## src/rtl/byte_serializer_pkg.sv

```systemverilog
// Shared types and constants for the byte serializer slice.
package ser_pkg;

   localparam int WORD_W         = 64;
   localparam int BYTE_W         = 8;
   localparam int BYTES_PER_WORD = 8;

   typedef enum logic [1:0] {
      IDLE = 2'd0,
      SEND = 2'd1,
      CSUM = 2'd2
   } state_t;

   // XOR of all bytes of a word; used as the optional trailing checksum byte.
   function automatic logic [BYTE_W-1:0] word_xor(input logic [WORD_W-1:0] word);
      logic [BYTE_W-1:0] acc;
      acc = {BYTE_W{1'b0}};
      for (int i = 0; i < BYTES_PER_WORD; i++) begin
         acc = acc ^ word[i*BYTE_W +: BYTE_W];
      end
      return acc;
   endfunction

endpackage

```

## src/rtl/byte_serializer_if.sv

```systemverilog
// Word-in / byte-out handshake bundle; master is the serializer, slave is its environment.
interface byte_serializer_if #(
   parameter int FIFO_DEPTH = 4
);
   import ser_pkg::*;

   localparam int CNT_W = $clog2(FIFO_DEPTH) + 1;

   logic [WORD_W-1:0] d_in;
   logic              d_in_valid;
   logic              d_in_ready;
   logic [BYTE_W-1:0] byte_out;
   logic              byte_valid;
   logic              byte_ready;
   logic              byte_start;
   logic              byte_last;
   logic [CNT_W-1:0]  fifo_count;

   modport master (
      input  d_in, d_in_valid, byte_ready,
      output d_in_ready, byte_out, byte_valid, byte_start, byte_last, fifo_count
   );

   modport slave (
      output d_in, d_in_valid, byte_ready,
      input  d_in_ready, byte_out, byte_valid, byte_start, byte_last, fifo_count
   );

endinterface

```

## src/rtl/byte_serializer_word_fifo.sv

```systemverilog
// Synchronous word FIFO; writes are refused when full and pops when empty, so count never saturates.
module word_fifo #(
   parameter  int WIDTH = 64,
   parameter  int DEPTH = 4,
   localparam int PTR_W = $clog2(DEPTH),
   localparam int CNT_W = $clog2(DEPTH) + 1
) (
   input  logic             clk,
   input  logic             reset,
   input  logic             wr_en,
   input  logic [WIDTH-1:0] wr_data,
   input  logic             rd_en,
   output logic [WIDTH-1:0] rd_data,
   output logic             full,
   output logic             empty,
   output logic [CNT_W-1:0] count
);

   logic [WIDTH-1:0] mem_r [DEPTH];
   logic [PTR_W-1:0] wr_ptr_r;
   logic [PTR_W-1:0] rd_ptr_r;
   logic [CNT_W-1:0] count_r;
   logic             full_s;
   logic             empty_s;
   logic             push_s;
   logic             pop_s;

   assign full_s  = (count_r == CNT_W'(DEPTH));
   assign empty_s = (count_r == {CNT_W{1'b0}});
   assign push_s  = wr_en & ~full_s;
   assign pop_s   = rd_en & ~empty_s;

   assign rd_data = mem_r[rd_ptr_r];
   assign full    = full_s;
   assign empty   = empty_s;
   assign count   = count_r;

   // Storage array; contents are don't-care until written.
   always_ff @(posedge clk) begin
      if (push_s) begin
         mem_r[wr_ptr_r] <= wr_data;
      end
   end

   // Pointers wrap naturally because DEPTH is a power of two.
   always_ff @(posedge clk or posedge reset) begin
      if (reset) begin
         wr_ptr_r <= {PTR_W{1'b0}};
         rd_ptr_r <= {PTR_W{1'b0}};
         count_r  <= {CNT_W{1'b0}};
      end else begin
         if (push_s) begin
            wr_ptr_r <= wr_ptr_r + PTR_W'(1);
         end
         if (pop_s) begin
            rd_ptr_r <= rd_ptr_r + PTR_W'(1);
         end
         case ({push_s, pop_s})
            2'b10:   count_r <= count_r + CNT_W'(1);
            2'b01:   count_r <= count_r - CNT_W'(1);
            default: count_r <= count_r;
         endcase
      end
   end

endmodule

```

## src/rtl/byte_serializer.sv

```systemverilog
// Buffers 64-bit words and emits them MSB-first as a framed byte stream.
// Defining SER_CHECKSUM_EN appends a ninth XOR checksum byte to every frame.
module byte_serializer #(
   parameter int FIFO_DEPTH     = 4,
   parameter int BYTES_PER_WORD = 8
) (
   input  logic                clk,
   input  logic                reset,
   byte_serializer_if.master   bus
);
   import ser_pkg::*;

   localparam int         CNT_W    = $clog2(FIFO_DEPTH) + 1;
   localparam logic [2:0] LAST_IDX = 3'(BYTES_PER_WORD - 1);

   state_t            state_r, state_s;
   logic [WORD_W-1:0] shift_r, shift_s;
   logic [2:0]        byte_idx_r, byte_idx_s;
   logic              byte_valid_r, byte_valid_s;
   logic              byte_start_r, byte_start_s;
   logic              byte_last_r, byte_last_s;
`ifdef SER_CHECKSUM_EN
   logic [BYTE_W-1:0] csum_r, csum_s;
`endif

   logic              hs_s;
   logic              word_done_s;
   logic              pop_s;
   logic              push_s;
   logic              d_in_ready_s;
   logic [WORD_W-1:0] fifo_rdata_s;
   logic              fifo_full_s;
   logic              fifo_empty_s;
   logic [CNT_W-1:0]  fifo_count_s;

   assign d_in_ready_s = ~fifo_full_s & ~reset;
   assign push_s       = bus.d_in_valid & d_in_ready_s;
   assign hs_s         = byte_valid_r & bus.byte_ready;

   word_fifo #(
      .WIDTH (WORD_W),
      .DEPTH (FIFO_DEPTH)
   ) u_word_fifo (
      .clk     (clk),
      .reset   (reset),
      .wr_en   (push_s),
      .wr_data (bus.d_in),
      .rd_en   (pop_s),
      .rd_data (fifo_rdata_s),
      .full    (fifo_full_s),
      .empty   (fifo_empty_s),
      .count   (fifo_count_s)
   );

   // Next-state logic; a finished frame (or idle) pulls the next word in the same edge.
   always_comb begin
      state_s      = state_r;
      shift_s      = shift_r;
      byte_idx_s   = byte_idx_r;
      byte_valid_s = byte_valid_r;
      byte_start_s = byte_start_r;
      byte_last_s  = byte_last_r;
      word_done_s  = 1'b0;
      pop_s        = 1'b0;
`ifdef SER_CHECKSUM_EN
      csum_s       = csum_r;
`endif
      case (state_r)
         IDLE: word_done_s = 1'b1;
         SEND: begin
            if (hs_s && (byte_idx_r == LAST_IDX)) begin
`ifdef SER_CHECKSUM_EN
               state_s      = CSUM;
               shift_s      = {csum_r, {(WORD_W-BYTE_W){1'b0}}};
               byte_start_s = 1'b0;
               byte_last_s  = 1'b1;
`else
               word_done_s  = 1'b1;
`endif
            end else if (hs_s) begin
               shift_s      = {shift_r[WORD_W-BYTE_W-1:0], {BYTE_W{1'b0}}};
               byte_idx_s   = byte_idx_r + 3'd1;
               byte_start_s = 1'b0;
`ifdef SER_CHECKSUM_EN
               byte_last_s  = 1'b0;
`else
               byte_last_s  = (byte_idx_r == (LAST_IDX - 3'd1));
`endif
            end else begin
               byte_valid_s = 1'b1;
            end
         end
`ifdef SER_CHECKSUM_EN
         CSUM: begin
            if (hs_s) begin
               word_done_s  = 1'b1;
            end else begin
               byte_valid_s = 1'b1;
            end
         end
`endif
         default: word_done_s = 1'b1;
      endcase

      if (word_done_s) begin
         if (!fifo_empty_s) begin
            pop_s        = 1'b1;
            state_s      = SEND;
            shift_s      = fifo_rdata_s;
            byte_idx_s   = 3'd0;
            byte_valid_s = 1'b1;
            byte_start_s = 1'b1;
            byte_last_s  = 1'b0;
`ifdef SER_CHECKSUM_EN
            csum_s       = word_xor(fifo_rdata_s);
`endif
         end else begin
            state_s      = IDLE;
            shift_s      = {WORD_W{1'b0}};
            byte_idx_s   = 3'd0;
            byte_valid_s = 1'b0;
            byte_start_s = 1'b0;
            byte_last_s  = 1'b0;
         end
      end else begin
         pop_s = 1'b0;
      end
   end

   // State and output registers.
   always_ff @(posedge clk or posedge reset) begin
      if (reset) begin
         state_r      <= IDLE;
         shift_r      <= {WORD_W{1'b0}};
         byte_idx_r   <= 3'd0;
         byte_valid_r <= 1'b0;
         byte_start_r <= 1'b0;
         byte_last_r  <= 1'b0;
`ifdef SER_CHECKSUM_EN
         csum_r       <= {BYTE_W{1'b0}};
`endif
      end else begin
         state_r      <= state_s;
         shift_r      <= shift_s;
         byte_idx_r   <= byte_idx_s;
         byte_valid_r <= byte_valid_s;
         byte_start_r <= byte_start_s;
         byte_last_r  <= byte_last_s;
`ifdef SER_CHECKSUM_EN
         csum_r       <= csum_s;
`endif
      end
   end

   assign bus.d_in_ready = d_in_ready_s;
   assign bus.byte_out   = shift_r[WORD_W-1 -: BYTE_W];
   assign bus.byte_valid = byte_valid_r;
   assign bus.byte_start = byte_start_r;
   assign bus.byte_last  = byte_last_r;
   assign bus.fifo_count = fifo_count_s;

endmodule
```

## src/flat_wrapper.sv

```systemverilog
// flat-port wrapper written by rule: the top's interface ports become plain ports
module byte_serializer_flat import ser_pkg::*;
#(
   parameter int FIFO_DEPTH     = 4,
   parameter int BYTES_PER_WORD = 8
)
  (clk, reset, bus_d_in, bus_d_in_valid, bus_byte_ready, bus_d_in_ready, bus_byte_out, bus_byte_valid, bus_byte_start, bus_byte_last, bus_fifo_count);
  byte_serializer_if #(.FIFO_DEPTH(FIFO_DEPTH)) bus_i ();
  input  logic clk;
  input  logic reset;
  input wire logic [$bits(bus_i.d_in)-1:0] bus_d_in;
  input wire logic [$bits(bus_i.d_in_valid)-1:0] bus_d_in_valid;
  input wire logic [$bits(bus_i.byte_ready)-1:0] bus_byte_ready;
  output wire logic [$bits(bus_i.d_in_ready)-1:0] bus_d_in_ready;
  output wire logic [$bits(bus_i.byte_out)-1:0] bus_byte_out;
  output wire logic [$bits(bus_i.byte_valid)-1:0] bus_byte_valid;
  output wire logic [$bits(bus_i.byte_start)-1:0] bus_byte_start;
  output wire logic [$bits(bus_i.byte_last)-1:0] bus_byte_last;
  output wire logic [$bits(bus_i.fifo_count)-1:0] bus_fifo_count;
  assign bus_i.d_in = bus_d_in;
  assign bus_i.d_in_valid = bus_d_in_valid;
  assign bus_i.byte_ready = bus_byte_ready;
  assign bus_d_in_ready = bus_i.d_in_ready;
  assign bus_byte_out = bus_i.byte_out;
  assign bus_byte_valid = bus_i.byte_valid;
  assign bus_byte_start = bus_i.byte_start;
  assign bus_byte_last = bus_i.byte_last;
  assign bus_fifo_count = bus_i.fifo_count;
  byte_serializer #(.FIFO_DEPTH(FIFO_DEPTH), .BYTES_PER_WORD(BYTES_PER_WORD)) u_core (.clk(clk), .reset(reset), .bus(bus_i));
endmodule
```

## config.mk

```make
export PLATFORM = sky130hd
export DESIGN_NAME = byte_serializer_flat
export DESIGN_NICKNAME = d
export VERILOG_FILES = /design/src/rtl/byte_serializer_pkg.sv /design/src/rtl/byte_serializer_if.sv /design/src/rtl/byte_serializer_word_fifo.sv /design/src/rtl/byte_serializer.sv /design/src/flat_wrapper.sv
export SDC_FILE = /design/constraint.sdc
export NUM_CORES = 1
export LEC_CHECK = 0
export BUFFER_PORTS_ARGS = -buffer_cell sky130_fd_sc_hd__buf_2
export CAP_MARGIN = 20
export CORE_UTILIZATION = 30
export CTS_CLUSTER_DIAMETER = 80
export DETAILED_ROUTE_END_ITERATION = 8
export GPL_TIMING_DRIVEN = 0
export SETUP_SLACK_MARGIN = 0.15
export SLEW_MARGIN = 0
export SYNTH_ARGS = -nofsm -noshare
export SYNTH_HDL_FRONTEND = slang
export SYNTH_HIERARCHICAL = 1
export SYNTH_SLANG_ARGS = --single-unit
```

## constraint.sdc

```tcl
create_clock -name clk -period 3 [get_ports clk]
set_clock_uncertainty 0.15 [all_clocks]
set_input_delay 0.9 -clock clk [delete_from_list [all_inputs] [get_ports clk]]
set_output_delay 0.9 -clock clk [all_outputs]
set_load 0.05 [all_outputs]
```

==> out/qor.yml <==
outcome:
  status: "completed"
critical_path:
  crit_fanout: 64
  cp-start-kind: "flip-flop"
  max_stage_delay_ps: 920
  critPathKind: "flip-flop to flip-flop"
  worst_path_max_delay_cell: "and2_4"
  crit_family: "simple AND/OR/NAND/NOR gates"
  required_ps: 2970
  worst_setup_path_end_kind: "flip-flop"
  worstPathArrival_ps: 2720
  critPathBufInv: 0
  r2r_setup_slack_ps: 250
  critical_path.cell_chain: "nor3b_2 -> nor2_4 -> and2_1 -> nor2b_2 -> and2_4"
power_and_ir_drop:
  leakage_nw: 5.42
  ir_drop_uv: 388
  p_total_mw: 14.0
  p_per_area_nw_per_um2: 898
routing:
  drtIter0Drc: 525
  drt_pass1_iterations: 5
  antenna_left: 0
  drc_errors: 0
  detail_route.wl_per_cell_um: 19.3
  viasPerCell: 4.67
  routed_wl_um: 28600
  num_vias: 6934
die:
  core_sq_um: 43200
  num_rows: 76
  initial_core_util: 0.305
  fp.dieH_um: 211
  die-area_sq_um: 44700
  ios: 83
  die_w_um: 211
clocking:
  worstSkewPairLatency_ps: 520
  cts_max_path_buffers: 3
  cts-hold-fix-buffers: 0
  cts_buffers: 36
  cts.sinks: 334
  tritoncts: "built"
  clock-root-buffer: "clkbuf_16"
  htree_levels: 2
  clk_pin_slew_worst_paths_ps: 60
timing:
  fin_tns_setup_ps: 0
  slew_headroom: 0.274
  finalCritPeriodShare: 0.916
  tightest_slew_ps: 1090
  hold_ws_ps: 231
  setup_viol: 0
  fmax_mhz: 364
  rsz0062_at_grt: "yes"
  slew_viol_final: 0
  final_hold_viol_count: 0
  fin_crit_ps: 2750
cells_and_area:
  final_util: 0.360
  finish.net_count: 946
  nFillCells: 4110
  drive_gt1_frac: 0.279
  area_delta_synth_final_pct: 18.3
synth:
  synth_top_cells_by_area: "edfxtp_1 58%, dfrtp_1 15%, mux4_2 11%, nand3b_1 3.2%, a31oi_1 2.7%"
  avgSynthCellArea_sq_um: 17.6
  synth_seq_cells: 334
  syn_inst: 745
  syn_area_sq_um: 13100
  yosysSeqAreaShare: 0.733
  synth_warnings: 6
  yosysUniqueCellTypes: 35
  netlist.area_leader.share: 0.585
  synth_top_area_cell: "edfxtp_1"
  synth.net_count: 822
global_routing:
  grt_use_total: 0.132
  grt_pass1_wl_um: 44000
  overflow: 0
  grt_max_degree: 65
  grt_pass1_vias: 7276
  antenna_found_initial: 5
min_path:
  hp-class: "input pin to async pin"
place:
  gp_congestion: 0.761
  port_buffers: 82
  post-dp-hpwl_um: 18100
job:
  maxCapViolCount: 0
## cells by family after synthesis
group,count (synthesis),share of synthesized area
flops,334,0.733
xor+xnor,6,0.00400
fa+ha+maj,9,0.00914
mux,67,0.112
simple gates,194,0.0754
buf+inv,64,0.0301
compound gates,71,0.0362
## per-stage QoR
| stage | worst slack, ps | instances | cell area (sq um) |
|---|---|---|---|
| after CTS | 141 | 1480 | 15500 |
| after detailed placement | -321 | 1413 | 14300 |
| after global placement | -991 | 1412 | 14300 |
| after floorplan | 153 | 745 | 13200 |
| after global routing | 61.3 | 1482 | 15500 |
| final | 251 | 1484 | 15500 |
## layer usage
metal	up-vias	part of all wire	track usage
met5	-	0.00056	0
met4	4	0.013	0.0297
met3	37	0.052	0.0304
met2	156	0.47	0.209
met1	3601	0.46	0.185
li1	3136	-	-
## state kept, by name (all words and copies together), names as in the netlist
register                     count
u_core/bus.byte_last             1
u_core/u_word_fifo/count         3
u_core/shift_r                  64
u_core/bus.byte_valid            1
u_core/u_word_fifo/mem_r       256
u_core/u_word_fifo/wr_ptr_r      2
u_core/u_word_fifo/rd_ptr_r      2
u_core/byte_idx_r                3
u_core/state_r                   1
u_core/bus.byte_start            1
## what timing repair did
action	CTS	global route
gates resized for setup	3	0
buffers inserted	1	0
setup endpoints to repair	4	128
gates cloned	0	0
pin swaps	2	1
## report_power, final
part | leakage (nW) | internal (mW) | switching, mW
Combinational | 1.64 | 1.51 | 1.99
Clock | 0.562 | 2.59 | 1.72
Sequential | 3.22 | 5.79 | 0.353
Total | 5.42 | 9.89 | 4.07
## Yosys cell counts, drive strengths merged
master and count:
edfxtp 256, dfrtp 78, mux4 64, nand2 61
nor2 59, a31oi 56, nand3b 56, buf 38
clkbuf 17, inv 9, a22o 8, ha 8
and2 6, nand3 3, xnor2 3, xor2 3
a21boi 2, mux2i 2, nor2b 2, or3 2
a21bo 1, a21o 1, a21oi 1, and2b 1
fa 1, mux2 1, nand2b 1, nand4b 1
nor3 1, nor3b 1, o21ai 1, o31a 1
## path summary, 6_finish.rpt
kind,from,to,cells past startpoint
setup / recovery,u_core/u_word_fifo/count[2]$_DFFE_PP0P_,u_core/u_word_fifo/mem_r[0][58]$_DFFE_PP_,5
hold / removal,reset,u_core/u_word_fifo/wr_ptr_r[0]$_DFFE_PP0P_,2
setup reg to reg,u_core/u_word_fifo/count[2]$_DFFE_PP0P_,u_core/u_word_fifo/mem_r[0][58]$_DFFE_PP_,5
hold reg to reg,u_core/bus.byte_start$_DFFE_PP0P_,u_core/bus.byte_start$_DFFE_PP0P_,1
max in group asynchronous,reset,u_core/shift_r[61]$_DFFE_PP0P_,3
min in group clk,u_core/bus.byte_start$_DFFE_PP0P_,u_core/bus.byte_start$_DFFE_PP0P_,1
## worst reg2reg max path, cell delays in order, from the launching register on
cell     delay [ps]
dfrtp_1         430
nor3b_2         220
nor2_4          130
and2_1          140
nor2b_2         320
and2_4          920
## cells in the final DEF (no fill, tap or decap), drive strengths merged, types with 3 or more instances in the layout
master	Yosys	routed
edfxtp	256	256
buf	38	124
dfrtp	78	78
clkbuf	17	68
mux4	64	64
nand2	61	61
nor2	59	59
nand3b	56	56
a31oi	56	56
inv	9	11
clkinv	0	9
a22o	8	8
ha	8	8
and2	6	6
bufinv	0	3
nand3	3	3
xor2	3	3
xnor2	3	3
## area by class of cell
| class | instances | area, sq um | share of cell area |
|---|---|---|---|
| Antenna cell | 2 | 5.00 | 0.000322 |
| Buffer | 55 | 363 | 0.0233 |
| Clock buffer | 51 | 998 | 0.0642 |
| Clock inverter | 15 | 155 | 0.00998 |
| Inverter | 9 | 36.3 | 0.00233 |
| Multi-Input combinational cell | 347 | 3140 | 0.202 |
| Sequential cell | 334 | 9640 | 0.620 |
| Tap cell | 585 | 732 | 0.0471 |
| Timing Repair Buffer | 86 | 478 | 0.0307 |
Note: power is estimated with default switching activity, not from simulation.
